[config.mk]
export PLATFORM = sky130hd
export DESIGN_NAME = dma_timing_ctrl
export DESIGN_NICKNAME = d
export VERILOG_FILES = /design/src/rtl/dma_pkg.sv /design/src/rtl/dma_cmd_strobe.sv /design/src/rtl/dma_timing_ctrl.sv
export SDC_FILE = /design/constraint.sdc
export NUM_CORES = 1
export LEC_CHECK = 0
export BUFFER_PORTS_ARGS = -buffer_cell sky130_fd_sc_hd__buf_2
export CAP_MARGIN = 20
export CORE_ASPECT_RATIO = 0.7
export CORE_MARGIN = 2
export CORE_UTILIZATION = 25
export DETAILED_ROUTE_END_ITERATION = 8
export GPL_TIMING_DRIVEN = 0
export PLACE_DENSITY = 0.54
export SETUP_SLACK_MARGIN = 0.5
export SKIP_CTS_REPAIR_TIMING = 1
export SLEW_MARGIN = 0
export SYNTH_ARGS = -nofsm -noshare
export SYNTH_HDL_FRONTEND = slang
export SYNTH_SLANG_ARGS = --single-unit
[constraint.sdc]
create_clock -name clk -period 3.35 [get_ports clk]
set_input_delay 0 -clock clk [delete_from_list [all_inputs] [get_ports clk]]
set_output_delay 0 -clock clk [all_outputs]
set_load 0.005 [all_outputs]
[src/rtl/dma_pkg.sv]
// Shared types for the DMA timing controller: one-hot state encoding,
// channel mode and transfer-type codes, and the command strobe bundle.
package dma_pkg;

   typedef enum logic [6:0] {
      ST_SI = 7'b000_0001,
      ST_S0 = 7'b000_0010,
      ST_S1 = 7'b000_0100,
      ST_S2 = 7'b000_1000,
      ST_S3 = 7'b001_0000,
      ST_SW = 7'b010_0000,
      ST_S4 = 7'b100_0000
   } state_e;

   typedef enum logic [1:0] {
      MODE_DEMAND = 2'b00,
      MODE_SINGLE = 2'b01,
      MODE_BLOCK  = 2'b10,
      MODE_RSVD   = 2'b11
   } mode_e;

   typedef enum logic [1:0] {
      XFER_VERIFY  = 2'b00,
      XFER_WRITE   = 2'b01,
      XFER_READ    = 2'b10,
      XFER_ILLEGAL = 2'b11
   } xfer_e;

   typedef struct packed {
      logic memr_n;
      logic memw_n;
      logic ior_n;
      logic iow_n;
   } strobe_t;

   localparam strobe_t STROBE_IDLE = 4'b1111;

   // True in the states where the bus belongs to the DMA (AEN/DACK active).
   function automatic logic is_bus_phase(state_e s);
      return s inside {ST_S1, ST_S2, ST_S3, ST_SW, ST_S4};
   endfunction

endpackage

[src/rtl/dma_cmd_strobe.sv]
// Command strobe generator. Decodes the upcoming state and the latched
// transfer type into registered active-low strobes, so the strobes line up
// with the state register. Macro DMA_EXT_WRITE_EN: write strobe starts in S2
// together with the read strobe (extended write); default starts it in S3.
module dma_cmd_strobe
   import dma_pkg::*;
(
   input  logic    clk,
   input  logic    reset_n,
   input  state_e  state_nxt,
   input  xfer_e   xfer,
   output strobe_t strobe
);

   logic rd_phase;
   logic wr_phase;

   // Phase windows of the read-side and write-side strobes.
   always_comb begin
      rd_phase = state_nxt inside {ST_S2, ST_S3, ST_SW, ST_S4};
`ifdef DMA_EXT_WRITE_EN
      wr_phase = rd_phase;
`else
      wr_phase = state_nxt inside {ST_S3, ST_SW, ST_S4};
`endif
   end

   // Register the strobes; verify and illegal types never drive the bus.
   always_ff @(posedge clk) begin
      if (!reset_n) begin
         strobe <= STROBE_IDLE;
      end else begin
         strobe <= STROBE_IDLE;
         case (xfer)
            XFER_WRITE: begin
               strobe.ior_n  <= !rd_phase;
               strobe.memw_n <= !wr_phase;
            end
            XFER_READ: begin
               strobe.memr_n <= !rd_phase;
               strobe.iow_n  <= !wr_phase;
            end
            default: ;
         endcase
      end
   end

endmodule

[src/rtl/dma_timing_ctrl.sv]
// DMA timing controller: sequences one channel's bus cycles from grant to
// end of transfer. Outputs are registered from the next state so they are
// aligned with the state register; EOP_OUT_N is the only decoded output
// because TC_IN is only known during S4. Macro DMA_EXT_WRITE_EN selects the
// extended-write strobe timing in dma_cmd_strobe.
//
// state | meaning
// SI    | idle, waiting for a grant; latches channel, mode and type
// S0    | hold request, waiting for HLDA
// S1    | upper address strobe (first word or upper byte change)
// S2    | read strobe asserted
// S3    | write strobe asserted, READY sampled
// SW    | wait states until READY, optional abort after SW_LIMIT cycles
// S4    | word done, end-of-transfer decision
module dma_timing_ctrl
   import dma_pkg::*;
#(
   parameter int NCH      = 4,
   parameter int SW_LIMIT = 0
) (
   input  logic                     clk,
   input  logic                     reset_n,
   input  logic                     gnt_valid,
   input  logic [$clog2(NCH)-1:0]   gnt_ch,
   input  logic [2*NCH-1:0]         ch_mode,
   input  logic [2*NCH-1:0]         ch_xfer,
   input  logic [NCH-1:0]           req_live,
   input  logic                     hlda,
   input  logic                     ready,
   input  logic                     tc_in,
   input  logic                     upper_chg,
   input  logic                     eop_in_n,
   output logic                     hrq,
   output logic                     aen,
   output logic                     adstb,
   output logic                     memr_n,
   output logic                     memw_n,
   output logic                     ior_n,
   output logic                     iow_n,
   output logic [NCH-1:0]           dack_onehot,
   output logic                     word_done,
   output logic [NCH-1:0]           tc_stat,
   output logic                     eop_out_n,
   output logic                     abort
);

   localparam int CW  = $clog2(NCH);
   localparam int SWW = (SW_LIMIT > 1) ? $clog2(SW_LIMIT + 1) : 1;

   state_e         state;
   state_e         state_nxt;
   logic [CW-1:0]  ch;
   mode_e          mode;
   xfer_e          xfer;
   logic           eop_seen;
   logic           hlda_lost;
   logic [SWW-1:0] sw_left;
   logic           sw_expire;
   logic           xfer_end;
   logic           next_word;
   strobe_t        strobe;

   // Next-state decode. sw_left counts down the remaining allowed SW cycles;
   // reaching 1 with READY still low means the limit is used up.
   always_comb begin
      sw_expire = (SW_LIMIT > 0) && (state == ST_SW) && !ready && (sw_left == SWW'(1));
      xfer_end  = tc_in || eop_seen || !eop_in_n;
      case (mode)
         MODE_BLOCK:  next_word = 1'b1;
         MODE_DEMAND: next_word = req_live[ch];
         default:     next_word = 1'b0;
      endcase
      if (xfer_end || hlda_lost || !hlda)
         next_word = 1'b0;

      state_nxt = state;
      case (state)
         ST_SI: if (gnt_valid) state_nxt = ST_S0;
         ST_S0: if (hlda) state_nxt = ST_S1;
         ST_S1: state_nxt = ST_S2;
         ST_S2: state_nxt = ST_S3;
         ST_S3: state_nxt = ready ? ST_S4 : ST_SW;
         ST_SW: begin
            if (sw_expire)
               state_nxt = ST_SI;
            else if (ready)
               state_nxt = ST_S4;
         end
         ST_S4: begin
            if (!next_word)
               state_nxt = ST_SI;
            else
               state_nxt = upper_chg ? ST_S1 : ST_S2;
         end
         default: state_nxt = ST_SI;
      endcase
   end

   // State register, per-transfer context and registered outputs.
   always_ff @(posedge clk) begin
      if (!reset_n) begin
         state       <= ST_SI;
         ch          <= '0;
         mode        <= MODE_DEMAND;
         xfer        <= XFER_VERIFY;
         eop_seen    <= 1'b0;
         hlda_lost   <= 1'b0;
         sw_left     <= '0;
         hrq         <= 1'b0;
         aen         <= 1'b0;
         adstb       <= 1'b0;
         dack_onehot <= '0;
         word_done   <= 1'b0;
         tc_stat     <= '0;
         abort       <= 1'b0;
      end else begin
         state       <= state_nxt;
         hrq         <= (state_nxt != ST_SI);
         aen         <= is_bus_phase(state_nxt);
         adstb       <= (state_nxt == ST_S1);
         word_done   <= (state_nxt == ST_S4);
         abort       <= sw_expire;
         dack_onehot <= '0;
         if (is_bus_phase(state_nxt))
            dack_onehot[ch] <= 1'b1;

         if (state == ST_SI && gnt_valid) begin
            ch   <= gnt_ch;
            mode <= mode_e'(ch_mode[{gnt_ch, 1'b0} +: 2]);
            xfer <= xfer_e'(ch_xfer[{gnt_ch, 1'b0} +: 2]);
         end

         // End requests seen mid-word are held until the S4 decision.
         if (state == ST_S0) begin
            eop_seen  <= 1'b0;
            hlda_lost <= 1'b0;
         end else begin
            if ((state inside {ST_S2, ST_S3, ST_SW, ST_S4}) && !eop_in_n)
               eop_seen <= 1'b1;
            if (is_bus_phase(state) && !hlda)
               hlda_lost <= 1'b1;
         end

         if (state == ST_S3)
            sw_left <= SWW'(SW_LIMIT);
         else if (state == ST_SW)
            sw_left <= sw_left - SWW'(1);

         if (state == ST_S4 && tc_in)
            tc_stat[ch] <= 1'b1;
      end
   end

   assign eop_out_n = !(state == ST_S4 && tc_in);

   dma_cmd_strobe u_cmd_strobe (
      .clk       (clk),
      .reset_n   (reset_n),
      .state_nxt (state_nxt),
      .xfer      (xfer),
      .strobe    (strobe)
   );

   assign memr_n = strobe.memr_n;
   assign memw_n = strobe.memw_n;
   assign ior_n  = strobe.ior_n;
   assign iow_n  = strobe.iow_n;

endmodule

==> impl_metrics.toml, run 1 <==
[final_layout]
syn_to_final_growth_pct = 28.86
fin_cells = 283
fin_nets = 237
final_common_cell = "buf_2"
final_layout_size_suffix_gt1_share_pct = 38.94
insertedDiodeCount = 0
final_util_pct = 34.14
layout_common_cells = "buf_2 (48), dfxtp_1 (31), nor2_1 (12), nand2_1 (12), nor2b_1 (10)"

[global_route]
grt_max_degree = 11
grt-ovfl-total = 0
track_usage_pct = 11.57
grt_pass1_wl_mm = 6.244
grt_pass1_vias = 1218
grt_antenna_before_repair = 0

[logic_synthesis]
synth_area_um2 = 1548
ys.flop_type = "dfxtp_1"
synth_cell_types = 46
synth_simple_gate_area_share_pct = 26.43
synth_cells = 154
synth-seq-cells = 31
async_flop_share_pct = 0
synth-compound-area-share_pct = 14.47
syn-num-nets = 184
synth_edf_count = 0
synthMuxAreaShare_pct = 10.99
syn_avg_cell_area_um2 = 10.05
synth_xor_area_share_pct = 1.698
synthAdderAreaFrac_pct = 0
synth_warnings = 0
ys_seq_area_share_pct = 40.10
synth_top_family_by_area = "simple AND/OR/NAND/NOR gates"

[critical_path]
path_max_fanout = 7
crit_type = "reg -> reg"
cp.arrival_ns = 2.25
cp.required_ns = 3.52
worst_r2r_path_depth = 6
crit_path_start_kind = "flip-flop"
r2r_start = "state[0]"
r2r_slack_ns = 1.27
r2r_end = "dack_onehot[0]"
endpoint_kind = "flip-flop"

[pwr]
seqPwrFrac_pct = 42.7
leakage_nw = 0.8230
p_sw_w = 0.0002324
clkPwrFrac_pct = 40.5
pwr_density_cell_nw_per_um2 = 472.3
internal_power_w = 0.0007095
combinationalPowerShare_pct = 16.8
swShare_pct = 24.67
max-vdd-ir-drop_mv = 0.1458

[clock_tree]
cts_tree = "done"
cts_root_buffer = "clkbuf_8"
h-tree-depth = 2
clk_pin_slew_worst_paths_ns = 0.07
cts.sinks = 31
clock_latency_ns = 0.28
cts_max_path_buffers = 2
numCtsBuffers = 5

[routing]
vias_per_cell = 4.452
drc = 0
wl_per_cell_um = 12.96
drtIter0Drc = 75
vias = 1260
ant_nets = 0
drt_first_pass_iters = 4
wl_mm = 3.669

[sta]
max_freq_ghz = 0.4804
setup_violations = 0
finalHoldViolations = 0
slew_violations = 0
skew_ns = 0.006092
setup_ws_ns = 1.268
rsz0062_at_grt = "no"
fin_crit_sh_pct = 62.13
hold_ws_ns = 0.03269
period_needed_ns = 2.082
setup_tns_ns = 0

[min_path]
holdCritPathClass = "in -> reg"
hp-start = "tc_in"
whs_path_depth = 3
hold_path_end = "tc_stat[0]"

[die]
rows = 23
floorplan.initialDensity_pct = 26.49
die_x_um = 98.05
core_area_um2 = 5842
io-pin-count = 48
die_h_um = 69.83
die-area_um2 = 6846

[job]
cap_violations = 0

[placed_design]
port-buffer-count = 45
place_ws_ns = 1.285
dp.cells = 274
place.gp.congestion = 0.7862
hpwl_mm = 2.833

[status]
outcome = "finished clean"
[power by group through the flow]
stage	clock (W)	sequential [W]	combinational, W
after floorplan	0	0.000409	0.000109
after global placement	0	0.000410	0.000156
after detailed placement	0	0.000410	0.000159
after CTS	0.000394	0.000402	0.000160
after global routing	0.000405	0.000406	0.000176
final	0.000382	0.000402	0.000158
[layer usage]
metal	vias to the layer above	wire length, um	track usage (%)
li1	648	-	-
met1	571	1815	15.97
met5	-	0	0
met3	4	259	4.133
met4	0	32	3.241
met2	37	1561	16.97
[metrics by stage]
| stage | power [W] | instance area (um^2) |
|---|---|---|
| floorplan | 0.0005175 | 1548 |
| global placement | 0.0005669 | 1867 |
| detailed placement | 0.0005695 | 1867 |
| CTS | 0.0009560 | 1984 |
| global route | 0.0009859 | 1994 |
| finish | 0.0009420 | 1994 |
[synth_stat cells, drive strengths merged, types with 2 or more instances]
library cell / count / area [um^2]
inv: 5 / 18.77
nor2: 12 / 45.04
xor2: 3 / 26.28
nand4b: 3 / 26.28
dfxtp: 31 / 620.6
and2: 2 / 15.01
o21a: 5 / 37.54
o21ai: 5 / 25.02
nor3: 8 / 40.04
clkbuf: 2 / 7.510
a21boi: 2 / 18.77
or3: 3 / 30.03
a21oi: 5 / 40.04
mux4: 4 / 90.09
mux2i: 8 / 80.08
buf: 8 / 67.56
nand2: 12 / 45.04
nor2b: 10 / 62.56
nor3b: 6 / 55.05
[logic make-up after synthesis]
kind of cell	Yosys count
AOI/OAI and AO/OA	25
buffers and inverters	15
and+or+nand+nor	67
muxes	12
DFF	31
other	1
xor gates and xnor gates	3
[how the worst max path moves through the flow]
stage,from,endpoint,slack (ns),cells after the start
CTS,state[0],dack_onehot[0],1.27,6
detailed placement,state[2],dack_onehot[0],1.29,7
global route,state[0],dack_onehot[3],1.12,6
global placement,state[0],dack_onehot[3],1.25,6
finish,state[0],dack_onehot[0],1.27,6
floorplan,state[2],dack_onehot[3],1.49,7
[final cells by class]
class                           count  area [um^2]
Timing Repair Buffer               46        235.2
Multi-Input combinational cell    108        833.3
Inverter                            5        18.77
Clock buffer                        6        82.58
Sequential cell                    31        620.6
Tap cell                           75        93.84
Fill cell                         615         3847
Buffer                             10        75.07
Clock inverter                      2        35.03
[flip-flops by register name, indices dropped and copies added (netlist names)]
name,flops
adstb,1
hlda_lost,1
mode,2
dack_onehot,4
u_cmd_strobe.strobe,4
state,7
eop_seen,1
ch,2
xfer,2
tc_stat,4
aen,1
word_done,1
hrq,1
[worst max-delay path: stages, from the launching register on]
cell	delay (ns)
dfxtp_1	0.36
or3_4	0.42
or4_1	0.54
a21oi_1	0.21
nor3_1	0.11
a21oi_4	0.24
nor3_1	0.07
Note: power is estimated with default switching activity, not from simulation.
==> run 2, diff against run 1 <==
--- a/config.mk
+++ b/config.mk
@@ -5,6 +5,7 @@
 export SDC_FILE = /design/constraint.sdc
 export NUM_CORES = 1
 export LEC_CHECK = 0
+export ABC_AREA = 1
 export BUFFER_PORTS_ARGS = -buffer_cell sky130_fd_sc_hd__buf_2
 export CAP_MARGIN = 20
 export CORE_ASPECT_RATIO = 0.7
@@ -12,7 +13,7 @@
 export CORE_UTILIZATION = 25
 export DETAILED_ROUTE_END_ITERATION = 8
 export GPL_TIMING_DRIVEN = 0
-export PLACE_DENSITY = 0.54
+export PLACE_DENSITY = 0.56
 export SETUP_SLACK_MARGIN = 0.5
 export SKIP_CTS_REPAIR_TIMING = 1
 export SLEW_MARGIN = 0
==> constraint.sdc (replaced) <==
create_clock -name clk -period 1.83 [get_ports clk]
set_input_delay 0 -clock clk [delete_from_list [all_inputs] [get_ports clk]]
set_output_delay 0 -clock clk [all_outputs]
set_load 0.005 [all_outputs]
==> run 2 against run 1 <==
Sequential power grew 79%. Cell count increased by 13%. Combinational power up 41%. Sequential share of layout area grew 0.51 points. Via count grew 7.1%. Power is 53% higher. Setup slack worse by 0.84 ns. Die area fell by 5.0%. First-iteration DRC count down 60%. Clock-buffer cell count grew 1. Highest routed layer unchanged.
==> impl_metrics.toml, run 2 <==
[status]
outcome = "finished clean"

[routing]
drt_first_pass_iters = 5
drc = 0
vias = 1350
drtIter0Drc = 30
ant_nets = 0
wl_mm = 3.473
wl_per_cell_um = 10.85
vias_per_cell = 4.219

[critical_path]
path_max_fanout = 5
cp.required_ns = 1.83
worst_r2r_path_depth = 10
crit_path_start_kind = "flip-flop"
crit_type = "reg -> out"
endpoint_kind = "primary output"
cp.arrival_ns = 1.40

[clock_tree]
cts_tree = "done"
h-tree-depth = 2
clk_pin_slew_worst_paths_ns = 0.06
numCtsBuffers = 5
cts_max_path_buffers = 2
clock_latency_ns = 0.28
cts_root_buffer = "clkbuf_8"
cts.sinks = 31

[die]
floorplan.initialDensity_pct = 25.74
io-pin-count = 48
die_h_um = 68.08
die-area_um2 = 6504
die_x_um = 95.54
core_area_um2 = 5698
rows = 23

[sta]
period_needed_ns = 1.403
setup_violations = 0
skew_ns = 0.009413
slew_violations = 0
setup_tns_ns = 0
hold_ws_ns = 0.02729
rsz0062_at_grt = "yes"
slew_headroom_pct = 61.63
max_freq_ghz = 0.7127
fin_crit_sh_pct = 76.68
finalHoldViolations = 0
worst_pin_slew_ns = 0.5756

[final_layout]
insertedDiodeCount = 0
top_register = "state"
largest_reg_flops = 7
layout_common_cells = "buf_2 (45), dfxtp_1 (23), inv_1 (21), nand2_1 (18), nor2_1 (17)"
final_common_cell = "buf_2"
syn_to_final_growth_pct = 36.52
fin_nets = 274
final_layout_size_suffix_gt1_share_pct = 44.90
fin_area_um2 = 2002

[logic_synthesis]
yosys-top-cells-count = "dfxtp_1 (31), nand2_1 (22), inv_1 (21)"
yosysMostFrequentCell = "dfxtp_1"
synth-seq-cells = 31
synth_cells = 187
yosysTopAreaCell = "dfxtp_1"
synth_edf_count = 0
synth_warnings = 0
yosys-top-cells-area = "dfxtp_1 (42%), nand2_1 (5.6%), a21oi_1 (5.5%), inv_1 (5.4%), nor2_1 (5.1%)"
ys_seq_area_share_pct = 42.32
synth_area_um2 = 1466
synth_top_cell_area_share_pct = 42.32
syn-num-nets = 217
ys.flop_type = "dfxtp_1"
syn_avg_cell_area_um2 = 7.842
synth_cell_types = 30
async_flop_share_pct = 0

[global_route]
grt_antenna_before_repair = 0
grt_pass1_wl_mm = 5.244
grt_max_degree = 11
track_usage_pct = 10.82
grt-ovfl-total = 0
grt_pass1_vias = 1144

[pwr]
total_power_w = 0.001444
max-vdd-ir-drop_mv = 0.2507
leakage_nw = 0.9443
pwr_density_cell_nw_per_um2 = 721.3

[placed_design]
port-buffer-count = 44
hpwl_mm = 2.670
place.gp.congestion = 0.8191
dpl-instance-area_um2 = 1780

[min_path]
holdCritPathClass = "in -> reg"
whs_path_depth = 2

[job]
cap_violations = 0
==> run 2: power breakdown <==
group | switching, W | internal [W]
combinational | 0.000132 | 0.0000914
clock | 0.000235 | 0.000266
sequential | 0.0000205 | 0.000699
total | 0.000387 | 0.00106
==> run 2: kinds of logic (layout without fill, tap and decap cells) <==
kind of cell           Yosys count  after routing  share of synthesized area [%]
multiplexers                     4              4                          2.730
AO/OA/AOI/OAI                   35             35                          12.97
buffers and inverters           36             94                          10.07
AND/OR/NAND/NOR                 80             80                          31.66
other                            1              1                         0.2557
flip-flops                      31             31                          42.32
==> run 2: per-stage QoR <==
step           cells  util (%)  setup slack (ns)
4_1_cts          314     32.67            0.3594
3_5_place_dp     306     31.25            0.4316
5_1_grt          320     35.13            0.3520
3_3_place_gp     306     31.25            0.4515
6_report         320     35.13            0.4268
2_1_floorplan    187         -            0.5958
==> run 2: layout make-up <==
cell class	instances	area [um^2]
sequential	31	633.1
clock buffer	7	76.32
clock inverter	1	5.005
fill	611	3696
multi-input combinational	120	778.2
inverter	30	112.6
tap	75	93.84
buffer	6	35.03
timing repair buffer	50	267.8
==> run 2: path summary, 6_finish.rpt <==
| kind | startpoint | end | slack (ns) |
|---|---|---|---|
| max | state[5] | eop_out_n | 0.43 |
| min | reset_n | state[0] | 0.03 |
| max reg2reg | state[5] | dack_onehot[1] | 0.44 |
| min reg2reg | hlda_lost | hlda_lost | 0.44 |
==> run 2: layer usage <==
layer / GRT usage, % / part of all wire [%] / vias to the layer above / wire length (um)
li1: - / - / 719 / -
met1: 15.80 / 52 / 580 / 1793
met2: 13.81 / 38 / 44 / 1331
met3: 3.965 / 8.2 / 7 / 286
met4: 4.821 / 1.8 / 0 / 63
met5: 0 / 0 / - / 0
==> run 2: worst max-delay path, stage by stage (launching register included) <==
cell     delay, ns
dfxtp_2       0.33
nor2_4        0.20
nand2_2       0.13
nor2_4        0.13
inv_2         0.07
nor2_4        0.08
inv_2         0.06
buf_2         0.12
